==> config.mk <==
export PLATFORM = sky130hd
export DESIGN_NAME = instr_decode_stage
export DESIGN_NICKNAME = d
export VERILOG_FILES = /design/src/rtl/instr_decode_stage.sv
export SDC_FILE = /design/constraint.sdc
export NUM_CORES = 1
export LEC_CHECK = 0
export ABC_AREA = 0
export BUFFER_PORTS_ARGS = -buffer_cell sky130_fd_sc_hd__buf_2
export CORE_MARGIN = 1
export CORE_UTILIZATION = 40
export DETAILED_ROUTE_END_ITERATION = 8
export HOLD_SLACK_MARGIN = 0.03
export PLACE_DENSITY = 0.67
export SYNTH_ARGS = -nofsm -noshare
export SYNTH_HDL_FRONTEND = slang
export SYNTH_SLANG_ARGS = --single-unit
==> constraint.sdc <==
create_clock -name clk -period 1.6 [get_ports clk]
set_input_delay 0.32 -clock clk [delete_from_list [all_inputs] [get_ports clk]]
set_output_delay 0.32 -clock clk [all_outputs]
set_load 0.01 [all_outputs]
==> src/rtl/instr_decode_stage.sv <==
// rtl/instr_decode_stage.sv - registered RV32I decode stage with valid/ready skid buffer and flush
// Decode is combinational on in_instr; the bundle is captured into the output or skid register.
module instr_decode_stage #(
  parameter int XLEN    = 32,
  parameter bit SKID_EN = 1'b1
) (
  input  logic            clk,
  input  logic            rst,
  input  logic            flush,
  input  logic            in_valid,
  output logic            in_ready,
  input  logic [31:0]     in_instr,
  input  logic [XLEN-1:0] in_pc,
  output logic            out_valid,
  input  logic            out_ready,
  output logic [XLEN-1:0] out_pc,
  output logic [6:0]      opcode,
  output logic [4:0]      rd,
  output logic [4:0]      rs1,
  output logic [4:0]      rs2,
  output logic [2:0]      funct3,
  output logic [6:0]      funct7,
  output logic [2:0]      fmt,
  output logic [XLEN-1:0] imm,
  output logic            illegal
);

  localparam logic [2:0] FMT_R    = 3'd0;
  localparam logic [2:0] FMT_I    = 3'd1;
  localparam logic [2:0] FMT_S    = 3'd2;
  localparam logic [2:0] FMT_B    = 3'd3;
  localparam logic [2:0] FMT_U    = 3'd4;
  localparam logic [2:0] FMT_J    = 3'd5;
  localparam logic [2:0] FMT_NONE = 3'd7;

  localparam logic [6:0] OPC_LUI    = 7'b0110111;
  localparam logic [6:0] OPC_AUIPC  = 7'b0010111;
  localparam logic [6:0] OPC_JAL    = 7'b1101111;
  localparam logic [6:0] OPC_JALR   = 7'b1100111;
  localparam logic [6:0] OPC_LOAD   = 7'b0000011;
  localparam logic [6:0] OPC_OPIMM  = 7'b0010011;
  localparam logic [6:0] OPC_MISC   = 7'b0001111;
  localparam logic [6:0] OPC_SYSTEM = 7'b1110011;
  localparam logic [6:0] OPC_BRANCH = 7'b1100011;
  localparam logic [6:0] OPC_STORE  = 7'b0100011;
  localparam logic [6:0] OPC_OP     = 7'b0110011;

  typedef struct packed {
    logic [XLEN-1:0] pc;
    logic [6:0]      opcode;
    logic [4:0]      rd;
    logic [4:0]      rs1;
    logic [4:0]      rs2;
    logic [2:0]      funct3;
    logic [6:0]      funct7;
    logic [2:0]      fmt;
    logic [XLEN-1:0] imm;
    logic            illegal;
  } entry_t;

  entry_t      dec, out_q, out_d, skid_q, skid_d;
  logic        out_valid_q, out_valid_d, skid_valid_q, skid_valid_d;
  logic [31:0] imm32;
  logic        accept;

  // An opcode outside the map also covers instr[1:0] != 2'b11, since those bits are part of it.
  always_comb begin
    dec        = '0;
    imm32      = '0;
    dec.pc     = in_pc;
    dec.opcode = in_instr[6:0];
    dec.funct3 = in_instr[14:12];
    dec.funct7 = in_instr[31:25];
    dec.rd     = in_instr[11:7];
    dec.rs1    = in_instr[19:15];
    dec.rs2    = in_instr[24:20];
    case (in_instr[6:0])
      OPC_LUI, OPC_AUIPC: begin
        dec.fmt = FMT_U;
        imm32   = {in_instr[31:12], 12'b0};
        dec.rs1 = '0;
        dec.rs2 = '0;
      end
      OPC_JAL: begin
        dec.fmt = FMT_J;
        imm32   = {{11{in_instr[31]}}, in_instr[31], in_instr[19:12], in_instr[20],
                   in_instr[30:21], 1'b0};
        dec.rs1 = '0;
        dec.rs2 = '0;
      end
      OPC_JALR, OPC_LOAD, OPC_OPIMM, OPC_MISC, OPC_SYSTEM: begin
        dec.fmt = FMT_I;
        imm32   = {{20{in_instr[31]}}, in_instr[31:20]};
        dec.rs2 = '0;
      end
      OPC_BRANCH: begin
        dec.fmt = FMT_B;
        imm32   = {{19{in_instr[31]}}, in_instr[31], in_instr[7], in_instr[30:25],
                   in_instr[11:8], 1'b0};
        dec.rd  = '0;
      end
      OPC_STORE: begin
        dec.fmt = FMT_S;
        imm32   = {{20{in_instr[31]}}, in_instr[31:25], in_instr[11:7]};
        dec.rd  = '0;
      end
      OPC_OP: dec.fmt = FMT_R;
      default: begin
        dec.fmt     = FMT_NONE;
        dec.illegal = 1'b1;
        dec.rd      = '0;
        dec.rs1     = '0;
        dec.rs2     = '0;
      end
    endcase
    dec.imm = XLEN'($signed(imm32));
  end

  assign in_ready = SKID_EN ? !skid_valid_q : (!out_valid_q || out_ready);
  assign accept   = in_valid && in_ready;

  // Output register frees up when empty or consumed; the skid entry always drains first.
  always_comb begin
    out_valid_d  = out_valid_q;
    skid_valid_d = skid_valid_q;
    out_d        = out_q;
    skid_d       = skid_q;
    if (flush) begin
      out_valid_d  = 1'b0;
      skid_valid_d = 1'b0;
    end else if (!out_valid_q || out_ready) begin
      if (skid_valid_q) begin
        out_d        = skid_q;
        out_valid_d  = 1'b1;
        skid_valid_d = 1'b0;
      end else if (accept) begin
        out_d       = dec;
        out_valid_d = 1'b1;
      end else begin
        out_valid_d = 1'b0;
      end
    end else if (accept) begin
      skid_d       = dec;
      skid_valid_d = 1'b1;
    end
  end

  always_ff @(posedge clk) begin
    if (rst) begin
      out_valid_q  <= 1'b0;
      skid_valid_q <= 1'b0;
      out_q        <= '0;
      skid_q       <= '0;
    end else begin
      out_valid_q  <= out_valid_d;
      skid_valid_q <= skid_valid_d;
      out_q        <= out_d;
      skid_q       <= skid_d;
    end
  end

  assign out_valid = out_valid_q;
  assign out_pc    = out_q.pc;
  assign opcode    = out_q.opcode;
  assign rd        = out_q.rd;
  assign rs1       = out_q.rs1;
  assign rs2       = out_q.rs2;
  assign funct3    = out_q.funct3;
  assign funct7    = out_q.funct7;
  assign fmt       = out_q.fmt;
  assign imm       = out_q.imm;
  assign illegal   = out_q.illegal;

endmodule

==> results.md, run 1 <==
- Outcome: complete, but fails checks
- Failing checks: setup timing
- CTS tree: built
- Commonest cells post-synth: dfxtp_1, nand2_1, nor2_1
- Leakage power: roughly 4.7 nW
- Post-DP HPWL: 17000 microns
- Htree depth: 1
- Vert. Die Dim: roughly 150 microns
- Clk_skew: slightly above 0.007 ns
- Core Util, Final: about three fifths
- Max Clk Rate: ~0.57 GHz
- Post-Synthesis Cell Area: 8340 sq um
- Layout cell share with drive strength beyond 1: about two fifths
- Worst Hold Class: in2reg
- Tcrit/Tclk final: 109%
- Hold Vio Cnt, Final: 0
- CP top delay family: simple AND/OR/NAND/NOR gates
- Clock insertion delay at the later pin of the skew report: approximately 0.5 ns
- Vias per Instance: approximately 5.6
- Crit. End Element: flop
- Hold slack: ~0.063 ns
- Asr flop ratio synth: 0%
- Yosys top cell area share: 48.5%
- Post-DR wirelength/cell: 18.1 microns
- Setup violations, final: 63
- Die ar.: between 20000 and 25000 sq um
- Count leader, synth: dfxtp_1
- Setup WS pre-CTS: -0.361 ns
- Max Buffers Root-to-Sink: 3
- Total Routing Usage GR: between 20% and 30%
- Yosys Warn Count: 0
- Critical path buffers and inverters: 0
- Max Cap Viol: 0
- Placed insts: 1424
- GR Overflow Total: 0
- Number of distinct library cells after synthesis: 54
- Initial Utilization: about two fifths
- Ant diodes: 0
- Setup crit start kind: flop
- Sequential-to-total area share from yosys stat: 48.5%
- Avg Synthesized Cell Area: between 8 and 9 sq um
- CP max stage delay: roughly 0.41 ns
- Post-synthesis register bit count: 202
- Synthesized net count: 1045
- Core area: approximately 20000 sq um
- First-pass GRT wire length: between 40000 and 50000 microns
- CTS root buffer: clkbuf_16
- Syn Inst Count: slightly below 1000
- DR iter-0 viols: between 500 and 600
- Final WL: approximately 27000 microns
- # IOs: 171
- Crit path cell chain: nand2b_4 > or3_4 > or3_4 > a21oi_4 > a22o_1
- TNS Setup: -2.83 ns
- Unrepaired setup endpoints after global routing: true
- Vias in the first global route: roughly 7700
- CP dominant cell by count: or3_4
- Layout net count: 1280
- Std cell rows: 52
- Remaining DRCs: 0
- Non-Filler Instances: about 1500
- Hold buffers post-CTS: 0
- Primary FF master, synth: dfxtp_1
- P&R area growth vs syn: 44.8%
- Slew Limit Fails: 0
- Pwr Density: a little under 1000 nW/um^2
- Number of fill cells in the layout: approximately 1700
- CP max FO: 6
- Multi-input gate area: approximately 4600 sq um
- Die Width: 146 microns
- Vias: 8321
- Max IR drop VDD: approximately 0.8 mV
- Worst-Margin Slew: 0.632 ns
- Initial antenna violation count: 0
- Final WS setup: -0.149 ns
- Tmin final: roughly 1.7 ns
- Top post-synthesis cells by area: dfxtp_1, nand2_1, a211oi_1
- CP required: between 2 and 2.5 ns
- GP Congestion: between 0.8 and 0.9
- Total CTS buffers: 23
- Synth area leader: dfxtp_1
- I/O Buffers: 170
- Headroom to the max-slew limit: 57.9%
- Routed Antenna Nets: 0
- Register area: about 4100 sq um
- Crit path arrival time: ~2.2 ns
- CP Class: reg2reg
- Clk sink count: approximately 200
- Pre-antenna DRT Iters: 5
- Post-synth EDFFs: 0
- Largest net degree at the start of global routing: 55
- CP max stage cell: or3_4
- Clock transition at the registers of the reported paths: around 0.060 ns
==> worst register-to-register path, stage by stage (launching register included) <==
cell	delay, ns
dfxtp_4	0.35
nand2b_4	0.14
or3_4	0.36
or3_4	0.41
a21oi_4	0.26
a22o_1	0.18
==> final timing paths <==
path / start / depth (start not counted) / slack (ns) / to
hold / removal: in_pc[3] / 3 / 0.06 / skid_q[71]$_SDFFE_PP0P_
setup / recovery: skid_valid_q$_SDFFE_PP0P_ / 5 / -0.15 / skid_q[8]$_SDFFE_PP0P_
setup reg to reg: skid_valid_q$_SDFFE_PP0P_ / 5 / -0.15 / skid_q[8]$_SDFFE_PP0P_
hold reg to reg: skid_q[74]$_SDFFE_PP0P_ / 2 / 0.45 / skid_q[74]$_SDFFE_PP0P_
==> cells by family (layout without fill, tap and decap cells) <==
logic type	Yosys count	after routing	share of synthesized area, %
AO/OA/AOI/OAI	274	274	22.1
XOR/XNOR	1	1	0.105
buffers and inverters	94	343	4.60
flip-flops	202	202	48.5
multiplexers	48	48	5.76
AND/OR/NAND/NOR	357	357	18.9
==> cell usage in the layout, fill, tap and decap left out, drive strengths merged, types with 2 or more instances in the layout <==
cell type,netlist,layout
clkinv,0,2
o22ai,5,5
or3,4,4
o221ai,10,10
o211ai,3,3
or2,4,4
nand2b,4,4
nor2b,4,4
a22o,17,17
nor2,97,97
a2111oi,3,3
inv,9,10
o21ai,32,32
nand3,15,15
a211oi,77,77
a21oi,86,86
mux2i,48,48
nor3,26,26
and2,5,5
nor4,7,7
nand2,166,166
clkbuf,52,39
and3,16,16
dfxtp,202,202
nand3b,2,2
a32oi,2,2
a221oi,21,21
buf,33,289
a311oi,3,3
a31oi,7,7
or3b,2,2
==> sequential cells by signal, summed over array words and instances (netlist names) <==
register	cells
out_pc	32
fmt	3
rs2	5
funct3	3
skid_q	100
imm	32
rs1	5
rd	5
skid_valid_q	1
funct7	7
opcode	7
illegal	1
out_valid	1
==> where the power goes <==
part           total [mW]  leakage (nW)  internal, mW  switching [mW]
Combinational        1.52          2.68         0.683           0.833
Sequential           5.28          1.64          5.18          0.0951
Clock                5.07         0.353          3.03            2.04
==> metal layers <==
| layer | vias to the layer above | wire [microns] | GRT usage, % |
|---|---|---|---|
| li1 | 3970 | - | - |
| met1 | 4003 | 11500 | 31.3 |
| met2 | 288 | 13000 | 38.1 |
| met3 | 60 | 1740 | 4.47 |
| met4 | 0 | 771 | 7.97 |
| met5 | - | 0 | 0 |
==> repair_timing <==
action                     in CTS  in global routing
setup endpoints to repair     127                130
cloned                          7                  6
gates resized for setup        62                117
setup buffers                  11                  9
pin swaps                      38                 47
==> area by class of cell <==
class | count | share of cell area (%)
multi-input cells | 680 | 38.3
flip-flops and latches | 202 | 33.5
repair buffers | 295 | 19.1
clock buffers | 34 | 5.52
well taps | 270 | 2.80
clock inverters | 5 | 0.466
inverters | 9 | 0.321
==> stage by stage <==
step	instance area [sq um]	power, mW
3_5_place_dp	10100	6.54
3_3_place_gp	10100	6.53
6_report	12100	11.9
4_1_cts	11400	11.7
5_1_grt	12100	12.3
2_1_floorplan	8470	5.97
Power figures use the tool's default switching activity.
==> run 2: changes to the inputs <==
--- a/config.mk
+++ b/config.mk
@@ -6,8 +6,8 @@
 export NUM_CORES = 1
 export LEC_CHECK = 0
 export ABC_AREA = 0
-export BUFFER_PORTS_ARGS = -buffer_cell sky130_fd_sc_hd__buf_2
-export CORE_MARGIN = 1
+export BUFFER_PORTS_ARGS = -buffer_cell sky130_fd_sc_hd__clkbuf_2
+export CORE_MARGIN = 10
 export CORE_UTILIZATION = 40
 export DETAILED_ROUTE_END_ITERATION = 8
 export HOLD_SLACK_MARGIN = 0.03
==> results.md, run 2 (same netlist as run 1, synthesis figures left out) <==
- CP max FO: 6 (unchanged)
- Tcrit/Tclk final: 111% (+1.3 points)
- Total CTS buffers: 23 (unchanged)
- Unrepaired setup endpoints after global routing: true
- Pwr Density: 975 nW/um^2 (-0.68%)
- Ant diodes: 0 (unchanged)
- I/O Buffers: 170 (unchanged)
- GP Congestion: 0.880 (+1.6%)
- Die Width: 164 microns (+12%)
- CTS root buffer: clkbuf_16
- Remaining DRCs: 0 (unchanged)
- Final WL: 29200 microns (+8.2%)
- Initial Utilization: 41.0% (unchanged)
- DR iter-0 viols: 531 (-1.8%)
- TNS Setup: -4.10 ns (-1.27 ns)
- CP max stage delay: 0.41 ns (about the same)
- Non-Filler Instances: 1523 (+1.9%)
- Dpl cell area: 10200 sq um (+0.39%)
- Max Clk Rate: 0.565 GHz (-1.2%)
- Final WS setup: -0.170 ns (-0.0208 ns)
- Setup crit start kind: flop
- GR Overflow Total: 0 (unchanged)
- Final Cell Area: 12400 sq um (+2.8%)
- CP Class: reg2reg
- Total Routing Usage GR: 18.7% (-4.8 points)
- Max Cap Viol: 0 (unchanged)
- Largest net degree at the start of global routing: 56 (+1.8%)
- Top reg by flops: skid_q
- Setup WS pre-CTS: -0.426 ns (-0.0644 ns)
- Hold Vio Cnt, Final: 0 (unchanged)
- Layout cell share with drive strength beyond 1: 39.5% (+0.81 points)
- P&R area growth vs syn: 48.9%
- Vias per Instance: 5.50 (-1.1%)
- Commonest non-fill, non-tap cell in the layout: dfxtp_1
- Tmin final: 1.77 ns (+0.0208 ns)
- Layout net count: 1306 (+2.0%)
- Outcome: complete, but fails checks
- Setup violations, final: 82 (+30%)
- Crit path cell chain: nand2b_4 > or3_4 > or3_4 > a21oi_4 > a22o_1
- CP top delay family: simple AND/OR/NAND/NOR gates
- Headroom to the max-slew limit: 55.0% (-2.9 points)
- Critical path buffers and inverters: 0 (unchanged)
- Routed Antenna Nets: 0 (unchanged)
- Max Buffers Root-to-Sink: 3 (unchanged)
- Vias in the first global route: 7789 (+1.3%)
- Clk sink count: 202 (unchanged)
- Crit. End Element: flop
- First-pass GRT wire length: 41700 microns (+1.9%)
- Max IR drop VDD: 0.866 mV (+9.1%)
- CP max stage cell: or3_4
- CP dominant cell by count: or3_4
- Flip-flop count of the largest register after layout: 100 (unchanged)
- Placed insts: 1431 (+0.49%)
- Initial antenna violation count: 1 (+1)
- Pwr Total: 12.1 mW (+2.1%)
- Vert. Die Dim: 164 microns (+12%)
- Std cell rows: 52 (unchanged)
- Post-DP HPWL: 18400 microns (+8.1%)
- Crit path arrival time: 2.22 ns (+0.03 ns)
- Leakage power: 4.81 nW (+2.9%)
- Worst-Margin Slew: 0.675 ns (+0.0437 ns)
- Pre-antenna DRT Iters: 5 (unchanged)
- Core area: 20400 sq um (unchanged)
- # IOs: 171 (unchanged)
- Failing checks: setup timing
- Die ar.: 27000 sq um (+26%)
- Htree depth: 1 (unchanged)
- Clock insertion delay at the later pin of the skew report: 0.50 ns (about the same)
- Worst Hold Class: in2reg
- CP required: 2.05 ns (about the same)
- Clock transition at the registers of the reported paths: 0.06 ns (about the same)
- Number of fill cells in the layout: 1722 (+1.4%)
- Slew Limit Fails: 0 (unchanged)
- CTS tree: built
- Vias: 8380 (+0.71%)
- Clk_skew: 0.00884 ns (+0.00164 ns)
- Post-DR wirelength/cell: 19.2 microns (+6.2%)
- Commonest cells after routing, fill and taps aside: dfxtp_1, clkbuf_2, nand2_1
## run 2: cell count changes in the layout (fill, tap and decap cells not counted), sizes merged
cell and change:
inv -1, bufinv +1, clkinv +2, dlygate4sd3 +4, buf -160, clkbuf +181, clkinvlp +1
## run 2: stage by stage
| step | utilization (%) | hold WS [ns] |
|---|---|---|
| 6_report | 61.0 | 0.0477 |
| 5_1_grt | 61.0 | 0.0375 |
| 4_1_cts | 55.1 | 0.0311 |
| 3_5_place_dp | 50.0 | 0.443 |
| 3_3_place_gp | 50.0 | 0.439 |
| 2_1_floorplan | - | 0.428 |
## run 2: worst paths after layout
check / from / end / slack [ns] / cells after the start
hold reg to reg: skid_q[64]$_SDFFE_PP0P_ / skid_q[64]$_SDFFE_PP0P_ / 0.45 / 2
hold / removal: in_pc[10] / skid_q[78]$_SDFFE_PP0P_ / 0.05 / 3
setup reg to reg: skid_valid_q$_SDFFE_PP0P_ / skid_q[9]$_SDFFE_PP0P_ / -0.17 / 5
setup / recovery: skid_valid_q$_SDFFE_PP0P_ / skid_q[9]$_SDFFE_PP0P_ / -0.17 / 5
## run 2: report_power, final
| group | internal [mW] | leakage, nW | switching, mW | total, mW |
|---|---|---|---|---|
| sequential | 5.18 | 1.64 | 0.0984 | 5.28 |
| clock | 3.20 | 0.370 | 2.08 | 5.28 |
| combinational | 0.705 | 2.80 | 0.841 | 1.55 |
| total | 9.09 | 4.81 | 3.02 | 12.1 |
## run 2: what timing repair did
action / 4_1_cts / 5_1_grt
pin swaps: 15 / 80
endpoints found under the hold margin: 4 / 0
gates cloned: 1 / 22
setup endpoints to repair: 106 / 162
hold buffers: 4 / 0
buffers inserted: 8 / 17
resized for setup: 33 / 140
## run 2: layout make-up
type,instances,area [sq um],share of cell area (%)
Multi-Input combinational cell,680,4550,36.6
Sequential cell,202,4050,32.6
Timing Repair Buffer,321,2690,21.6
Clock buffer,33,663,5.34
Tap cell,270,338,2.72
Clock inverter,8,98.8,0.796
Inverter,9,36.3,0.292
## run 2: worst min-delay path: stages
cell and delay [ns]:
clkbuf_2 0.09, nand2_1 0.05, a21oi_1 0.05
## run 2: routing by layer
| metal | up-vias | global-route usage [%] | share of wire [%] |
|---|---|---|---|
| met1 | 4045 | 24.0 | 41 |
| met3 | 43 | 4.51 | 6.7 |
| met4 | 2 | 4.71 | 2.3 |
| met5 | - | 0 | 0.041 |
| li1 | 4037 | - | - |
| met2 | 253 | 31.2 | 50 |
